### config.mk
export PLATFORM = sky130hd
export DESIGN_NAME = stream_bit_packer
export DESIGN_NICKNAME = d
export VERILOG_FILES = /design/src/rtl/stream_bit_packer.sv
export SDC_FILE = /design/constraint.sdc
export NUM_CORES = 1
export LEC_CHECK = 0
export ABC_AREA = 1
export BUFFER_PORTS_ARGS = -buffer_cell sky130_fd_sc_hd__buf_2
export CAP_MARGIN = 20
export CORE_ASPECT_RATIO = 0.8
export CORE_MARGIN = 1.5
export CORE_UTILIZATION = 50
export DETAILED_ROUTE_END_ITERATION = 10
export PLACE_DENSITY = 0.75
export RECOVER_POWER = 25
export SLEW_MARGIN = 20
export SYNTH_ARGS = -nofsm -noshare
export SYNTH_HDL_FRONTEND = slang
export SYNTH_SLANG_ARGS = --single-unit
### constraint.sdc
create_clock -name clk -period 8.81 [get_ports clk]
set_clock_uncertainty 0.1 [all_clocks]
set_input_delay 0.881 -clock clk [delete_from_list [all_inputs] [get_ports clk]]
set_output_delay 0.881 -clock clk [all_outputs]
set_load 0.02 [all_outputs]
### src/rtl/stream_bit_packer.sv
// Stream bit packer: keeps the low bitwidth_d bits of each input value and
// packs them LSB-first into OUTPUT_BITWIDTH-wide words. The last word of a
// frame is zero-padded and flagged with trm_last.
module stream_bit_packer #(
  parameter int MAXBITWIDTH     = 16,
  parameter int OUTPUT_BITWIDTH = 32,
  parameter int COUNT_WIDTH     = 32
) (
  input  logic                               clk,
  input  logic                               rst,
  input  logic                               start,
  input  logic [$clog2(MAXBITWIDTH+1)-1:0]   bitwidth_d,
  input  logic [COUNT_WIDTH-1:0]             num_of_values,
  input  logic                               abort,
  input  logic                               rcv_valid,
  input  logic [MAXBITWIDTH-1:0]             rcv_data,
  output logic                               rcv_ready,
  output logic                               trm_valid,
  output logic [OUTPUT_BITWIDTH-1:0]         trm_data,
  output logic                               trm_last,
  input  logic                               trm_ready,
  output logic                               busy,
  output logic                               done,
  output logic                               cfg_err
);

  localparam int BW_W   = $clog2(MAXBITWIDTH + 1);
  localparam int ACC_W  = OUTPUT_BITWIDTH + MAXBITWIDTH;
  localparam int FILL_W = $clog2(OUTPUT_BITWIDTH + MAXBITWIDTH + 1);

  localparam logic [BW_W-1:0]   MAX_BW = BW_W'(MAXBITWIDTH);
  localparam logic [FILL_W-1:0] OBW_F  = FILL_W'(OUTPUT_BITWIDTH);

  if (OUTPUT_BITWIDTH < MAXBITWIDTH) begin : g_param_check
    $error("stream_bit_packer: OUTPUT_BITWIDTH must be >= MAXBITWIDTH");
  end

  typedef enum logic [1:0] {IDLE, PACK, DONE} state_t;

  state_t                   state_q, state_d;
  logic [ACC_W-1:0]         acc_q;
  logic [FILL_W-1:0]        fill_q;
  logic [COUNT_WIDTH-1:0]   remaining_q;
  logic [BW_W-1:0]          bw_q;
  logic                     cfg_err_q;

  logic                     cfg_legal;
  logic                     rem_zero;
  logic                     rcv_fire;
  logic                     trm_fire;
  logic [ACC_W-1:0]         acc_shift;
  logic [FILL_W-1:0]        fill_shift;
  logic [MAXBITWIDTH-1:0]   data_masked;
  logic [ACC_W-1:0]         acc_ins;

  assign cfg_legal = (bitwidth_d != '0) && (bitwidth_d <= MAX_BW);
  assign rem_zero  = (remaining_q == '0);
  assign rcv_fire  = rcv_valid && rcv_ready;
  assign trm_fire  = trm_valid && trm_ready;

  // State register
  always_ff @(posedge clk or posedge rst) begin
    if (rst) state_q <= IDLE;
    else     state_q <= state_d;
  end

  // Next-state logic; abort wins over any handshake in the same cycle
  always_comb begin
    state_d = state_q;
    case (state_q)
      IDLE: begin
        if (start && cfg_legal) begin
          state_d = (num_of_values == '0) ? DONE : PACK;
        end
      end
      PACK: begin
        if (abort)                      state_d = IDLE;
        else if (trm_fire && trm_last)  state_d = DONE;
      end
      DONE:    state_d = IDLE;
      default: state_d = IDLE;
    endcase
  end

  // Output decode: handshakes, padded output word and status flags
  always_comb begin
    rcv_ready = (state_q == PACK) && !rem_zero && ((fill_q < OBW_F) || trm_ready);
    trm_valid = (state_q == PACK) &&
                ((fill_q >= OBW_F) || (rem_zero && (fill_q != '0)));
    trm_last  = trm_valid && rem_zero && (fill_q <= OBW_F);
    trm_data  = acc_q[OUTPUT_BITWIDTH-1:0];
    if (fill_q < OBW_F) begin
      trm_data = acc_q[OUTPUT_BITWIDTH-1:0] & ~({OUTPUT_BITWIDTH{1'b1}} << fill_q);
    end
    busy    = (state_q != IDLE);
    done    = (state_q == DONE);
    cfg_err = cfg_err_q;
  end

  // Datapath next values: drain a word first, then insert the new value above it
  always_comb begin
    acc_shift  = acc_q;
    fill_shift = fill_q;
    if (trm_fire) begin
      acc_shift  = acc_q >> OUTPUT_BITWIDTH;
      fill_shift = (fill_q >= OBW_F) ? (fill_q - OBW_F) : '0;
    end
    data_masked = rcv_data & ~({MAXBITWIDTH{1'b1}} << bw_q);
    acc_ins     = acc_shift | ({{OUTPUT_BITWIDTH{1'b0}}, data_masked} << fill_shift);
  end

  // Accumulator, fill level, value counter and latched configuration
  always_ff @(posedge clk or posedge rst) begin
    if (rst) begin
      acc_q       <= '0;
      fill_q      <= '0;
      remaining_q <= '0;
      bw_q        <= '0;
    end else begin
      case (state_q)
        IDLE: begin
          if (start && cfg_legal) begin
            bw_q        <= bitwidth_d;
            remaining_q <= num_of_values;
            acc_q       <= '0;
            fill_q      <= '0;
          end
        end
        PACK: begin
          if (abort) begin
            acc_q       <= '0;
            fill_q      <= '0;
            remaining_q <= '0;
          end else if (rcv_fire) begin
            acc_q       <= acc_ins;
            fill_q      <= fill_shift + FILL_W'(bw_q);
            remaining_q <= remaining_q - 1'b1;
          end else if (trm_fire) begin
            acc_q  <= acc_shift;
            fill_q <= fill_shift;
          end
        end
        default: ;
      endcase
    end
  end

  // One-cycle configuration error pulse for an illegal bit width
  always_ff @(posedge clk or posedge rst) begin
    if (rst) cfg_err_q <= 1'b0;
    else     cfg_err_q <= (state_q == IDLE) && start && !cfg_legal;
  end

endmodule

======== After elaboration in Yosys (flattened, before gate mapping) ========
Cells that the tools add are included.
word-level totals
  bits in registers ....................... 94
  output and inout bits ................... 38
cells by class
  $add $sub $neg .......................... 3
  magnitude comparators ................... 4
  eq/ne operators ......................... 6
  shifts and indexed selects .............. 3
  mux-type cells .......................... 23
  bitwise operators ....................... 5
  reduce and logical (&&, ||, !) cells .... 28
operators by type and width
  cell                   number
  $mux 48                5
  $mux 32                4
  $pmux 48 s2            1
  $logic_not 32->1       2
  $pmux 32 s2            1
  $or 48x48->48          1
  $shl 16x6->48          1
  $mux 6                 6
  $and 32x32->32         1
  $not 32->32            1
  $shl 32x6->32 const A  1
  $sub 32x1->32 const B  1
  $and 16x16->16         1
  $not 16->16            1
  $shl 16x5->16 const A  1
  $logic_and 1x1->1      13
  $pmux 6 s2             1
  $mux 2                 4
  $add 6x5->6            1
  $ge 6x6->1 const B     1
  $le 6x6->1 const B     1
  $lt 6x6->1 const B     1
  $ne 3x3->1 const B     2
  $reduce_and 3->1       2
  14 further kinds       18

======== Logic depth before layout (Yosys ltp) ========
  depth in word-level cells ............... 11
  mapped depth ............................ 20
  depth with buffers taken out ............ 19

======== Least setup slack after synthesis ========
OpenSTA, ideal clock, no wires.
  kind .................................... register to register
  start ................................... reg remaining_q[0]
  end ..................................... reg fill_q[5]
  library setup time ...................... 131 ps
  data arrival time ....................... 2,775 ps
  data required time ...................... 8,579 ps
  setup slack ............................. 5,804 ps
  stages on the path, launching flop included .. 19
  path buffers ............................ 1
  cells stage by stage .................... dfrtp_1 > inv_1 > ha_1 > nand2_2 > nor2_4 > nand2_1 > nor3_4 > nand4_4 > nand2_1 > inv_2 > buf_2 > ha_1 > a21oi_1 > and2_1 > nor2_1 > o21ai_0 > a21oi_1 > o21ai_0 > o21ai_0
on the way
  cells in the longest elaborated chain, start to end .. 10
  elaborated cells on any way between the ends .. 17
RTL lines
  element                                       line      text
  start: declaration                            43        logic [COUNT_WIDTH-1:0] remaining_q;
  start signal: assignment                      124       remaining_q <= num_of_values;
  start signal: assignment                      137       remaining_q <= remaining_q - 1'b1;
  $logic_not 32->1 *                            57        assign rem_zero = (remaining_q == '0);
  $logic_and 1x1->1                             89        ((fill_q >= OBW_F) || (rem_zero && (fill_q != '0)));
  $logic_or 1x1->1                              89
  $logic_and 1x1->1                             88        trm_valid = (state_q == PACK) &&
  $logic_and 1x1->1                             59        assign trm_fire = trm_valid && trm_ready;
  $mux 6                                        104       if (trm_fire) begin
  $add 6x5->6 / $mux 6 (equally long branches)  136, 138
  $mux 6                                        134       end else if (rcv_fire) begin
  $mux 6                                        130       if (abort) begin
  $pmux 6 s2                                    120       case (state_q)
  end signal: assignment                        136       fill_q <= fill_shift + FILL_W'(bw_q);
  end signal: assignment                        140       fill_q <= fill_shift;
  end: declaration                              42        logic [FILL_W-1:0] fill_q;
Mark *: on every way between the ends. The rest lies on a longest branch, timed or not. The select of a mux whose other input is x is not followed.
A chain may end at the register's enable or synchronous reset.

==> results.sh <==
export IMPL_rsz0062_at_grt="no"
export IMPL_dp_worst_setup_slack_ns=4.70
export IMPL_dp_cells=1367
export IMPL_synthTopCellsByArea="dfrtp_1 33%, nand2_1 18%, nand3_1 8.6%"
export IMPL_cts_root_buf="clkbuf_16"
export IMPL_period_share_pct=57.7
export IMPL_netlist_area_sq_mm=0.00716
export IMPL_dpl_instance_area_sq_mm=0.00767
export IMPL_insertion_delay_ns=0.36
export IMPL_post_route_util_pct=57.9
export IMPL_fmax_mhz=197
export IMPL_viasPerCell=5.79
export IMPL_std_cell_rows=38
export IMPL_grt_busiest_layer="met1"
export IMPL_total_power_mw=2.32
export IMPL_rr_worst_depth=15
export IMPL_clkTransAtPathRegs_ns=0.07
export IMPL_rr_endpoint="fill_q[5]$_DFFE_PP0P_"
export IMPL_setup_viol=0
export IMPL_io_pins=97
export IMPL_cts_sinks=94
export IMPL_hold_violations=0
export IMPL_synthFlopType="dfrtp_1"
export IMPL_hold_slack_ns=0.380
export IMPL_numPortBuffers=96
export IMPL_htreeDepth=3
export IMPL_yosys_area_top_type_share_pct=32.9
export IMPL_wl_per_cell_um=16.8
export IMPL_synth_compound_area_share_pct=16.9
export IMPL_cts_hold_buf=0
export IMPL_hold_end="acc_q[4]$_DFFE_PP0P_"
export IMPL_synth_avg_cell_area_sq_um=6.29
export IMPL_via_count=7997
export IMPL_fp_dieH_um=110
export IMPL_synth_edf_count=0
export IMPL_synth_fa_ha_area_share_pct=1.33
export IMPL_hp_class="flip-flop to flip-flop"
export IMPL_die_w_um=137
export IMPL_crit_path_cell_trace="buf_2 > clkinvlp_2 > clkbuf_1"
export IMPL_power_density_mw_per_mm2=291
export IMPL_stdcell_count=1382
export IMPL_grt_start_max_net_pins=70
export IMPL_yosysSeqAreaShare_pct=32.9
export IMPL_gp_congestion=1.02
export IMPL_outcome="finished, violations left"
export IMPL_cp_required_ns=8.27
export IMPL_synth_top_family_by_area="simple AND/OR/NAND/NOR gates"
export IMPL_fin_crit_ns=5.08
export IMPL_layout_nets=1264
export IMPL_worst_r2r_startpoint="fill_q[0]$_DFFE_PP0P_"
export IMPL_report_final_slew_viol_count=70
export IMPL_clockBufferDepth=2
export IMPL_post_cts_buffers=0
export IMPL_syn_num_nets=1203
export IMPL_grt_use_met1_pct=49.7
export IMPL_routed_wl_mm=23.3
export IMPL_path_buf_inv=3
export IMPL_maxCapViolCount=1
export IMPL_end_kind="asynchronous set/reset pin"
export IMPL_finalSetupTns_ns=0
export IMPL_fin_ws_ns=3.73
export IMPL_first_global_vias=7084
export IMPL_yosys_area_share_simple_pct=38.0
export IMPL_synth_seq_cells=94
export IMPL_grt_first_pass_wirelength_mm=37.7
export IMPL_cts_tree="yes"
export IMPL_min_path_cells=2
export IMPL_leakagePower_nw=4.20
export IMPL_cts_resized=0
export IMPL_die_area_sq_mm=0.0150
export IMPL_numCtsBuffers=9
export IMPL_path_class="primary input to asynchronous set/reset pin"
export IMPL_crit_family="buffers and inverters"
export IMPL_multiInputGateArea_sq_mm=0.00405
export IMPL_area_delta_synth_final_pct=11.5
export IMPL_synthCells=1137
export IMPL_violations="max-capacitance violations, max-slew violations"
export IMPL_met3_usage_pct=8.00
export IMPL_synth_top_area_cell="dfrtp_1"
export IMPL_cp_arrival_ns=4.54
export IMPL_drc=0
export IMPL_start_kind="primary input"
export IMPL_drt_iter0_drc=1228
export IMPL_slowest_delay_ns=2.81
export IMPL_firstDrtPassIters=7
export IMPL_yosysWarningCount=0
export IMPL_fp_coreArea_sq_mm=0.0138
export IMPL_min_from="acc_q[4]$_DFFE_PP0P_"
export IMPL_slew_headroom_pct=-161
export IMPL_irDropWorstVdd_mv=0.164
export IMPL_gr_usage_met2_pct=45.8
export IMPL_synthArstFlopShare_pct=100
export IMPL_cp_slowest_cell="clkbuf_1"
export IMPL_grtUsageTotal_pct=32.5
export IMPL_critPathMaxFanout=69
export IMPL_fin_area_sq_mm=0.00798
export IMPL_fill_cells=1419
export IMPL_synthDistinctLibCells=48
export IMPL_antenna_found_initial=0
export IMPL_hpwl_mm=16.9
export IMPL_worstMarginPinSlew_ns=3.92
export IMPL_grt_overflow=0
export IMPL_drive_gt1_share_pct=12.1
export IMPL_diodes=0
export IMPL_initial_core_util_pct=51.9
export IMPL_r2r_slack_ns=4.51
export IMPL_drtAntennaViolNets=0
export IMPL_synthMuxAreaShare_pct=0
export IMPL_synthXorXnorAreaFrac_pct=0.367
export IMPL_seq_area_sq_mm=0.00235
cells in the mapped netlist, drive strengths merged (6+ instances only):
cell type,count
nor4,10
nor3,10
nand2,355
o21ai,103
o22ai,15
nand3,125
dfrtp,94
nor2,105
nand4,21
a21oi,55
clkbuf,23
inv,128
a31oi,9
buf,32
ha,6
o211ai,7
power breakdown:
part           internal (mW)  total [mW]  switching, mW
sequential             0.538       0.658          0.120
combinational          0.339        1.23          0.888
clock                  0.250       0.435          0.185
total                   1.13        2.32           1.19
tightest hold or removal path: stages (launching register included):
cell	delay, ns
dfrtp_1	0.34
nand2_1	0.05
nand2_1	0.06
placed cells by master (no fill, tap or decap), types with 4 or more instances in the layout:
cell type / instances
buf_2: 94
o21ai_1: 7
o22ai_1: 15
nand4_1: 20
a31oi_1: 9
nand2_1: 351
a22oi_1: 5
inv_1: 120
nor3_1: 9
a21oi_1: 55
o211ai_1: 7
inv_2: 7
buf_4: 8
dfrtp_1: 94
clkbuf_16: 9
ha_1: 6
nor2_2: 7
o31ai_1: 4
o21ai_0: 95
nor2_1: 97
a32oi_1: 5
nand3_1: 123
nor4_1: 10
how the worst max path moves through the flow:
stage                                startpoint                     to  depth (start not counted)
after floorplan                             rst   acc_q[0]$_DFFE_PP0P_                          1
after global placement    fill_q[0]$_DFFE_PP0P_  fill_q[5]$_DFFE_PP0P_                         15
after detailed placement  fill_q[0]$_DFFE_PP0P_  fill_q[5]$_DFFE_PP0P_                         15
after CTS                 fill_q[0]$_DFFE_PP0P_  fill_q[5]$_DFFE_PP0P_                         15
after global routing                        rst    bw_q[1]$_DFFE_PP0P_                          3
final                                       rst    bw_q[4]$_DFFE_PP0P_                          3
layout make-up:
type / count / area share (%)
Multi-Input combinational cell: 858 / 50.8
Sequential cell: 94 / 29.5
Timing Repair Buffer: 105 / 6.79
Inverter: 130 / 6.13
Clock buffer: 9 / 2.82
Tap cell: 180 / 2.82
Clock inverter: 6 / 1.18
flip-flops by register name (all words and copies together) (netlist names):
signal,flops
acc_q,48
remaining_q,32
fill_q,6
bw_q,5
state_q,2
cfg_err,1
logic make-up (layout without fill, tap and decap cells):
logic type / count (synthesis) / count (layout)
DFF: 94 / 94
adders and majority gates: 7 / 7
AOI/OAI and AO/OA: 215 / 215
xor gates and xnor gates: 3 / 3
and+or+nand+nor: 633 / 633
buffers and inverters: 185 / 250
routing by layer:
layer / vias to the layer above / share of wire [%] / wire (um)
li1: 3866 / - / -
met3: 41 / 10 / 2440
met1: 3672 / 48 / 11100
met5: - / 0 / 0
met4: 0 / 1.9 / 450
met2: 418 / 40 / 9270
No activity file was read; power rests on OpenSTA's default activity.
